File: config.mk
export PLATFORM = sky130hd
export DESIGN_NAME = mtx_tag_hop_ctrl
export DESIGN_NICKNAME = d
export VERILOG_FILES = /design/src/rtl/mtx_tag_hop_ctrl.sv
export SDC_FILE = /design/constraint.sdc
export NUM_CORES = 1
export LEC_CHECK = 0
export CAP_MARGIN = 20
export CORE_UTILIZATION = 47
export CTS_CLUSTER_SIZE = 12
export DETAILED_ROUTE_END_ITERATION = 6
export PLACE_DENSITY = 0.89
export REMOVE_ABC_BUFFERS = 1
export SYNTH_ARGS = -nofsm -noshare
export SYNTH_HDL_FRONTEND = slang
export SYNTH_SLANG_ARGS = --single-unit
File: constraint.sdc
create_clock -name clk -period 3.05 [get_ports clk]
set_input_delay 0.7625 -clock clk [delete_from_list [all_inputs] [get_ports clk]]
set_output_delay 0.7625 -clock clk [all_outputs]
set_load 0.005 [all_outputs]
File: src/rtl/mtx_tag_hop_ctrl.sv
// mtx_tag_hop_ctrl
// Frame sequencer for the multi-tone TX path. It aligns each frame to the tag DCO
// (sampled from a GPIO pin) and runs an ALIGN tick, then a pilot interval, then keyed
// data bits. The NCO phase increment hops over a linear hop table at every bit boundary.
//
// Ports
//   clk, reset             single clock, synchronous active-high reset
//   fp_gpio_in             GPIO inputs; bit DCO_BIT carries the asynchronous DCO
//   start, stop            frame start (IDLE only) / abort (any non-IDLE state)
//   cont_mode              restart automatically after each frame
//   tx_bits .. hop_step_inc  frame configuration, latched into shadows at frame start
//   hop_ph_inc, hop_idx    current NCO phase increment and hop index
//   hop_clk, hop_rst       one-cycle pulses: hop advance / frame start
//   tx_bit, ntx_bits_cnt   current data bit and its index
//   mtx_state, busy        FSM state (IDLE=0 ALIGN=1 PILOT=2 DATA=3), busy flag
//   frame_done             one-cycle pulse at frame end
//   fp_gpio_out/_ddr       tx_bit echoed on TX_GPIO_BIT; direction constant
module mtx_tag_hop_ctrl #(
   parameter int unsigned PHASE_WIDTH   = 24,
   parameter int unsigned TX_BITS_WIDTH = 128,
   parameter int unsigned BIT_CNT_WIDTH = 7,
   parameter int unsigned NSYMB_WIDTH   = 16,
   parameter int unsigned HOP_WIDTH     = 4,
   parameter int unsigned REG_WIDTH     = 12,
   parameter int unsigned DCO_BIT       = 1,
   parameter int unsigned TX_GPIO_BIT   = 0
) (
   input  logic                     clk,
   input  logic                     reset,
   input  logic [REG_WIDTH-1:0]     fp_gpio_in,
   input  logic                     start,
   input  logic                     stop,
   input  logic                     cont_mode,
   input  logic [TX_BITS_WIDTH-1:0] tx_bits,
   input  logic [BIT_CNT_WIDTH-1:0] ntx_bits,
   input  logic [NSYMB_WIDTH-1:0]   npilot,
   input  logic [NSYMB_WIDTH-1:0]   edges_per_bit,
   input  logic [HOP_WIDTH-1:0]     nhop,
   input  logic [PHASE_WIDTH-1:0]   hop_base_inc,
   input  logic [PHASE_WIDTH-1:0]   hop_step_inc,
   output logic [PHASE_WIDTH-1:0]   hop_ph_inc,
   output logic [HOP_WIDTH-1:0]     hop_idx,
   output logic                     hop_clk,
   output logic                     hop_rst,
   output logic                     tx_bit,
   output logic [BIT_CNT_WIDTH-1:0] ntx_bits_cnt,
   output logic [1:0]               mtx_state,
   output logic                     busy,
   output logic                     frame_done,
   output logic [REG_WIDTH-1:0]     fp_gpio_out,
   output logic [REG_WIDTH-1:0]     fp_gpio_ddr
);

   typedef enum logic [1:0] {
      StIdle  = 2'd0,
      StAlign = 2'd1,
      StPilot = 2'd2,
      StData  = 2'd3
   } state_e;

   localparam logic [NSYMB_WIDTH-1:0]   NsOne  = NSYMB_WIDTH'(1);
   localparam logic [BIT_CNT_WIDTH-1:0] BcOne  = BIT_CNT_WIDTH'(1);
   localparam logic [HOP_WIDTH-1:0]     HopOne = HOP_WIDTH'(1);

   // Only the DCO bit of the GPIO bank is used.
   logic gpio_unused;
   assign gpio_unused = ^fp_gpio_in;

   // ---------------------------------------------------------------- DCO tick
   logic [1:0] sync_q;
   logic       lvl_q;
   logic       armed_q;  // set once the synchronised level has been seen low
   logic       tick_q;

   always_ff @(posedge clk) begin
      if (reset) begin
         sync_q  <= 2'b00;
         lvl_q   <= 1'b0;
         armed_q <= 1'b0;
         tick_q  <= 1'b0;
      end else begin
         sync_q  <= {sync_q[0], fp_gpio_in[DCO_BIT]};
         lvl_q   <= sync_q[1];
         // A pin held high through reset must go low before it can tick.
         armed_q <= armed_q | ~sync_q[1];
         tick_q  <= sync_q[1] & ~lvl_q & armed_q;
      end
   end

   // ---------------------------------------------------------------- shadows
   state_e                     state_q;
   logic [TX_BITS_WIDTH-1:0]   sh_bits_q;
   logic [BIT_CNT_WIDTH-1:0]   sh_nbits_q;
   logic [NSYMB_WIDTH-1:0]     sh_npilot_q;
   logic [NSYMB_WIDTH-1:0]     sh_epb_q;
   logic [HOP_WIDTH-1:0]       sh_nhop_q;
   logic [PHASE_WIDTH-1:0]     sh_base_q;
   logic [PHASE_WIDTH-1:0]     sh_step_q;

   logic [NSYMB_WIDTH-1:0]     cnt_q;
   logic [PHASE_WIDTH-1:0]     ph_q;
   logic [HOP_WIDTH-1:0]       idx_q;
   logic [BIT_CNT_WIDTH-1:0]   bcnt_q;
   logic                       hop_clk_q, hop_rst_q, tx_bit_q, busy_q, frame_done_q;

   logic                       frame_end;
   logic                       latch;
   logic                       pilot_last;
   logic                       bit_done;
   logic                       last_bit;
   logic [NSYMB_WIDTH-1:0]     epb_eff;
   logic [HOP_WIDTH-1:0]       hop_last;
   logic [BIT_CNT_WIDTH-1:0]   bcnt_next;

   always_comb begin
      epb_eff    = (sh_epb_q == '0) ? NsOne : sh_epb_q;
      hop_last   = (sh_nhop_q == '0) ? '0 : sh_nhop_q - HopOne;
      pilot_last = (cnt_q + NsOne) == sh_npilot_q;
      bit_done   = (cnt_q + NsOne) == epb_eff;
      last_bit   = bcnt_q == (sh_nbits_q - BcOne);
      bcnt_next  = bcnt_q + BcOne;
      frame_end  = 1'b0;
      if (tick_q && !stop) begin
         unique case (state_q)
            StAlign: frame_end = (sh_npilot_q == '0) && (sh_nbits_q == '0);
            StPilot: frame_end = pilot_last && (sh_nbits_q == '0);
            StData:  frame_end = bit_done && last_bit;
            default: frame_end = 1'b0;
         endcase
      end
      latch = ((state_q == StIdle) && start) || (frame_end && cont_mode);
   end

   always_ff @(posedge clk) begin
      if (reset) begin
         sh_bits_q   <= '0;
         sh_nbits_q  <= '0;
         sh_npilot_q <= '0;
         sh_epb_q    <= '0;
         sh_nhop_q   <= '0;
         sh_base_q   <= '0;
         sh_step_q   <= '0;
      end else if (latch) begin
         sh_bits_q   <= tx_bits;
         sh_nbits_q  <= ntx_bits;
         sh_npilot_q <= npilot;
         sh_epb_q    <= edges_per_bit;
         sh_nhop_q   <= nhop;
         sh_base_q   <= hop_base_inc;
         sh_step_q   <= hop_step_inc;
      end
   end

   // ---------------------------------------------------------------- FSM
   always_ff @(posedge clk) begin
      if (reset) begin
         state_q      <= StIdle;
         cnt_q        <= '0;
         ph_q         <= '0;
         idx_q        <= '0;
         bcnt_q       <= '0;
         hop_clk_q    <= 1'b0;
         hop_rst_q    <= 1'b0;
         tx_bit_q     <= 1'b0;
         busy_q       <= 1'b0;
         frame_done_q <= 1'b0;
      end else begin
         hop_clk_q    <= 1'b0;
         hop_rst_q    <= 1'b0;
         frame_done_q <= 1'b0;
         if (state_q != StIdle && stop) begin
            // Abort: back to reset values, no frame_done.
            state_q  <= StIdle;
            busy_q   <= 1'b0;
            cnt_q    <= '0;
            ph_q     <= '0;
            idx_q    <= '0;
            bcnt_q   <= '0;
            tx_bit_q <= 1'b0;
         end else begin
            unique case (state_q)
               StIdle: begin
                  if (start) begin
                     state_q <= StAlign;
                     busy_q  <= 1'b1;
                  end
               end
               StAlign: begin
                  if (tick_q) begin
                     hop_rst_q <= 1'b1;
                     idx_q     <= '0;
                     ph_q      <= sh_base_q;
                     cnt_q     <= '0;
                     bcnt_q    <= '0;
                     tx_bit_q  <= 1'b0;
                     if (sh_npilot_q != '0) begin
                        state_q <= StPilot;
                     end else if (sh_nbits_q != '0) begin
                        state_q  <= StData;
                        tx_bit_q <= sh_bits_q[0];
                     end
                  end
               end
               StPilot: begin
                  if (tick_q) begin
                     if (pilot_last) begin
                        cnt_q <= '0;
                        if (sh_nbits_q != '0) begin
                           state_q  <= StData;
                           bcnt_q   <= '0;
                           tx_bit_q <= sh_bits_q[0];
                        end
                     end else begin
                        cnt_q <= cnt_q + NsOne;
                     end
                  end
               end
               StData: begin
                  if (tick_q) begin
                     if (bit_done) begin
                        hop_clk_q <= 1'b1;
                        cnt_q     <= '0;
                        if (idx_q == hop_last) begin
                           idx_q <= '0;
                           ph_q  <= sh_base_q;
                        end else begin
                           idx_q <= idx_q + HopOne;
                           ph_q  <= ph_q + sh_step_q;  // wraps modulo 2^PHASE_WIDTH
                        end
                        if (!last_bit) begin
                           bcnt_q   <= bcnt_next;
                           tx_bit_q <= sh_bits_q[bcnt_next];
                        end
                     end else begin
                        cnt_q <= cnt_q + NsOne;
                     end
                  end
               end
               default: state_q <= StIdle;
            endcase
            // Frame end overrides the state chosen above.
            if (frame_end) begin
               frame_done_q <= 1'b1;
               tx_bit_q     <= 1'b0;
               if (cont_mode) begin
                  state_q <= StAlign;
               end else begin
                  state_q <= StIdle;
                  busy_q  <= 1'b0;
               end
            end
         end
      end
   end

   // ---------------------------------------------------------------- outputs
   assign hop_ph_inc   = ph_q;
   assign hop_idx      = idx_q;
   assign hop_clk      = hop_clk_q;
   assign hop_rst      = hop_rst_q;
   assign tx_bit       = tx_bit_q;
   assign ntx_bits_cnt = bcnt_q;
   assign mtx_state    = state_q;
   assign busy         = busy_q;
   assign frame_done   = frame_done_q;

   always_comb begin
      fp_gpio_out              = '0;
      fp_gpio_out[TX_GPIO_BIT] = tx_bit_q;
      fp_gpio_ddr              = '0;
      fp_gpio_ddr[TX_GPIO_BIT] = 1'b1;
   end

endmodule

==> impl_metrics.toml <==
[setup_path]
worstPathRequired_ns = 3.46
r2r_start = "cnt_q[0]$_SDFFE_PP0P_"
cp_slowest_cell = "or4_4"
path_class = "reg -> reg"
r2r_end = "sh_bits_q[55]$_SDFFE_PP0P_"
worstPathMaxFanout = 8
slowest_delay_ns = 0.55
worst_r2r_path_depth = 14
r2r_setup_slack_ns = -0.39
worst-path-buf-inv = 4
cp_common_cell = "buf_12"
critPathTopFamily = "compound AO/OA/AOI/OAI gates"
cp.depth = 14
worst_setup_path_start_kind = "flop"
crit_chain = "ha_4 > buf_6 > xor2_4 > o211a_1 > a221o_1 > a211o_1 > or4_4 > o31ai_4 > buf_4 > a21oi_4 > buf_12 > buf_12 > mux2i_1 > nor2_1"
crit_path_end_kind = "flop"
crit_arrival_ns = 3.86

[global_route]
antenna_found_initial = 1
grt_usage_pct = 28.0
gr-total-overflow = 0
grt_start_max_net_pins = 224
grt_pass1_wl_um = 72400
grt_pass1_vias = 13500

[sta]
setup_viol_count_final = 273
fin_worst_skew_ns = 0.0142
min_period_ns = 3.44
report.final.slew_viol_count = 0
fin_ws_ns = -0.394
rsz0062_at_grt = "true"
fmaxAchievable_mhz = 290
finalHoldViolCount = 0
hold_slack_ns = 0.407
slew_headroom_pct = 31.4
finalCritPeriodShare_pct = 113
tightest_slew_ns = 1.03

[hold_path]
hp-start = "lvl_q$_SDFF_PP0_"
hold_end = "tick_q$_SDFF_PP0_"
whs_path_depth = 1
hold_path.class = "reg -> reg"

[floorplanning]
coreArea_sq_um = 30800
io_pins = 302
die_x_um = 180
rows = 64
start_util_pct = 48.1
die_h_um = 180
die_area_sq_um = 32200

[cts]
cts.sinks = 282
root_buffer = "clkbuf_16"
cts_tree = "done"
cts_buffer_depth = 3
insertion_delay_ns = 0.58
clk_pin_slew_ns = 0.06
cts_max_level = 1
cts_buffers = 31

[outcome]
violations = "design-rule violations, negative setup slack"
status = "finished with violations"

[power]
p_leak_nw = 9.10
power_density_nw_per_um2 = 583
vdd_drop_max_mv = 0.530

[placed_design]
gp_congestion = 0.944
post-place-ws_ns = -0.720
hpwlAfterDp_um = 31400
io_buffers = 267

[cells_and_area]
nNetsFinal = 2228
layout-drive-gt1-share_pct = 19.4
num-fill-cells = 2221
syn_to_final_growth_pct = 40.8

[yosys]
synth_area_sq_um = 14800
synth_ff_type = "dfxtp_1"
post_synth.cell_area_avg_sq_um = 9.54
yosys_warnings = 0
syn_inst = 1554
async_flop_share_pct = 0
yosysSeqAreaShare_pct = 38.1
synth.ff_latch_count = 282
synth_edf_count = 0
synth_cell_types = 83

[drt]
vias = 13400
routed_wl_um = 47300
drtAntennaViolNets = 0
drc = 9
avgRoutedWirePerCell_um = 19.9
drt-pass1-iter-count = 7
detail_route.iter0.violations = 897
routed_via_density = 5.66

[run]
cap_violations = 0
[through the flow]
step	setup TNS, ns	area [sq um]	total power, mW	std cells	util [%]
floorplan	-3373.59	14100	5.85	1450	-
global placement	-126.67	18600	7.40	2262	60.2
detailed placement	-152.76	18600	7.55	2262	60.2
CTS	-70.96	20500	12.0	2357	66.4
global route	-92.78	20900	12.7	2376	67.7
finish	-72.13	20900	12.2	2376	67.7
[where the power goes]
group          total, mW  leakage, nW  internal, mW  switching [mW]
Clock               3.83        0.499          2.27            1.57
Combinational       3.90         6.28          2.12            1.79
Sequential          4.43         2.32          4.12           0.317
[worst reg2reg max path, delay by kind of cell (launching register included)]
kind	cells	cell delay, ns
compound gates	5	1.15
xor+xnor	1	0.15
simple gates	2	0.62
flops	1	0.35
fa+ha+maj	1	0.17
buf+inv	4	0.66
mux	1	0.18
[layer usage]
metal  vias up  GRT usage (%)  part of all wire (%)
met2       577           50.5                    50
met5         -              0                     0
met4         0           11.8                   4.6
li1       6298              -                     -
met3       129           5.19                   6.9
met1      6444           32.3                    38
[cells in the final DEF (no fill, tap or decap), types with 11 or more instances in the layout]
cell             instances
nor2_1                 280
dfxtp_1                275
clkdlybuf4s50_1        266
mux2i_1                229
buf_4                  150
nand2_1                 61
a21oi_1                 60
xnor2_1                 40
mux4_2                  40
o21ai_0                 39
clkbuf_16               34
ha_1                    31
xor2_1                  29
nand3_1                 25
inv_1                   23
conb_1                  23
buf_6                   23
a211oi_1                21
nand4_1                 19
nor3_1                  19
nor2b_1                 15
mux2i_2                 15
buf_12                  15
nor4_1                  14
a21oi_2                 11
[cell usage after synthesis, types with 4 or more instances]
library cell / instances / area (sq um)
a211oi_1: 23 / 173
a21o_1: 5 / 37.5
a21oi_1: 74 / 370
a22o_1: 4 / 35.0
a31oi_1: 4 / 25.0
and2_1: 7 / 43.8
and3_1: 9 / 56.3
buf_1: 5 / 18.8
buf_2: 14 / 70.1
buf_4: 31 / 233
buf_6: 24 / 270
clkbuf_1: 51 / 191
dfxtp_1: 282 / 5650
ha_1: 33 / 413
inv_1: 23 / 86.3
mux2i_1: 245 / 2450
mux4_2: 40 / 901
nand2_1: 63 / 236
nand2b_1: 7 / 43.8
nand3_1: 27 / 135
nand3b_1: 5 / 37.5
nand4_1: 19 / 119
nor2_1: 280 / 1050
nor2b_1: 16 / 100
nor3_1: 19 / 95.1
nor3b_1: 5 / 37.5
nor4_1: 18 / 113
o211ai_1: 5 / 37.5
o21ai_0: 41 / 205
o21bai_1: 7 / 52.6
or2_2: 6 / 37.5
or3_1: 6 / 37.5
or3b_1: 4 / 35.0
or4_1: 5 / 37.5
xnor2_1: 40 / 350
xor2_1: 30 / 263
[cell type report]
cell class                 count  area [sq um]  share of cell area (%)
multi-input combinational   1147          8800                    42.2
clock buffer                  45           888                    4.26
antenna                        1          2.50                  0.0120
tap                          396           495                    2.37
inverter                      23          86.3                   0.414
sequential                   282          5660                    27.1
clock inverter                 9           144                   0.689
timing repair buffer         473          4800                    23.0
[logic make-up (layout without fill, tap and decap cells)]
group,Yosys count,in the layout,share of synthesized area [%]
adder cells (fa/ha/maj),34,34,2.92
flip-flops,282,282,38.1
XOR/XNOR,71,71,4.25
buffers and inverters,148,550,5.87
other,2,24,0.0507
AND/OR/NAND/NOR,518,518,16.6
multiplexers,287,287,22.8
AO/OA/AOI/OAI,212,214,9.42
[registers in the layout, summed over array words and instances (netlist names), 2 cells and up]
name and flops:
mtx_state 2, sh_nhop_q 4, sh_bits_q 128, cnt_q 16
sh_nbits_q 7, sh_npilot_q 16, sync_q 2, sh_base_q 24
sh_step_q 24, hop_idx 4, ntx_bits_cnt 7, hop_ph_inc 24
sh_epb_q 16
[timing repair]
action,in CTS,in global routing
gates resized for setup,61,74
buffers inserted,24,18
hold buffers,0,0
pin swaps,18,24
gates cloned,17,5
endpoints found under the setup margin,275,274
endpoints found under the hold margin,0,0
[how the worst max path moves through the flow]
stage	startpoint	endpoint	slack, ns
floorplan	cnt_q[0]$_SDFFE_PP0P_	sh_base_q[0]$_SDFFE_PP0P_	-15.25
global placement	cnt_q[0]$_SDFFE_PP0P_	sh_npilot_q[12]$_SDFFE_PP0P_	-0.58
detailed placement	cnt_q[0]$_SDFFE_PP0P_	sh_bits_q[7]$_SDFFE_PP0P_	-0.72
CTS	cnt_q[0]$_SDFFE_PP0P_	sh_bits_q[13]$_SDFFE_PP0P_	-0.37
global route	cnt_q[0]$_SDFFE_PP0P_	sh_bits_q[105]$_SDFFE_PP0P_	-0.43
finish	cnt_q[0]$_SDFFE_PP0P_	sh_bits_q[55]$_SDFFE_PP0P_	-0.39
Power figures use the tool's default switching activity.
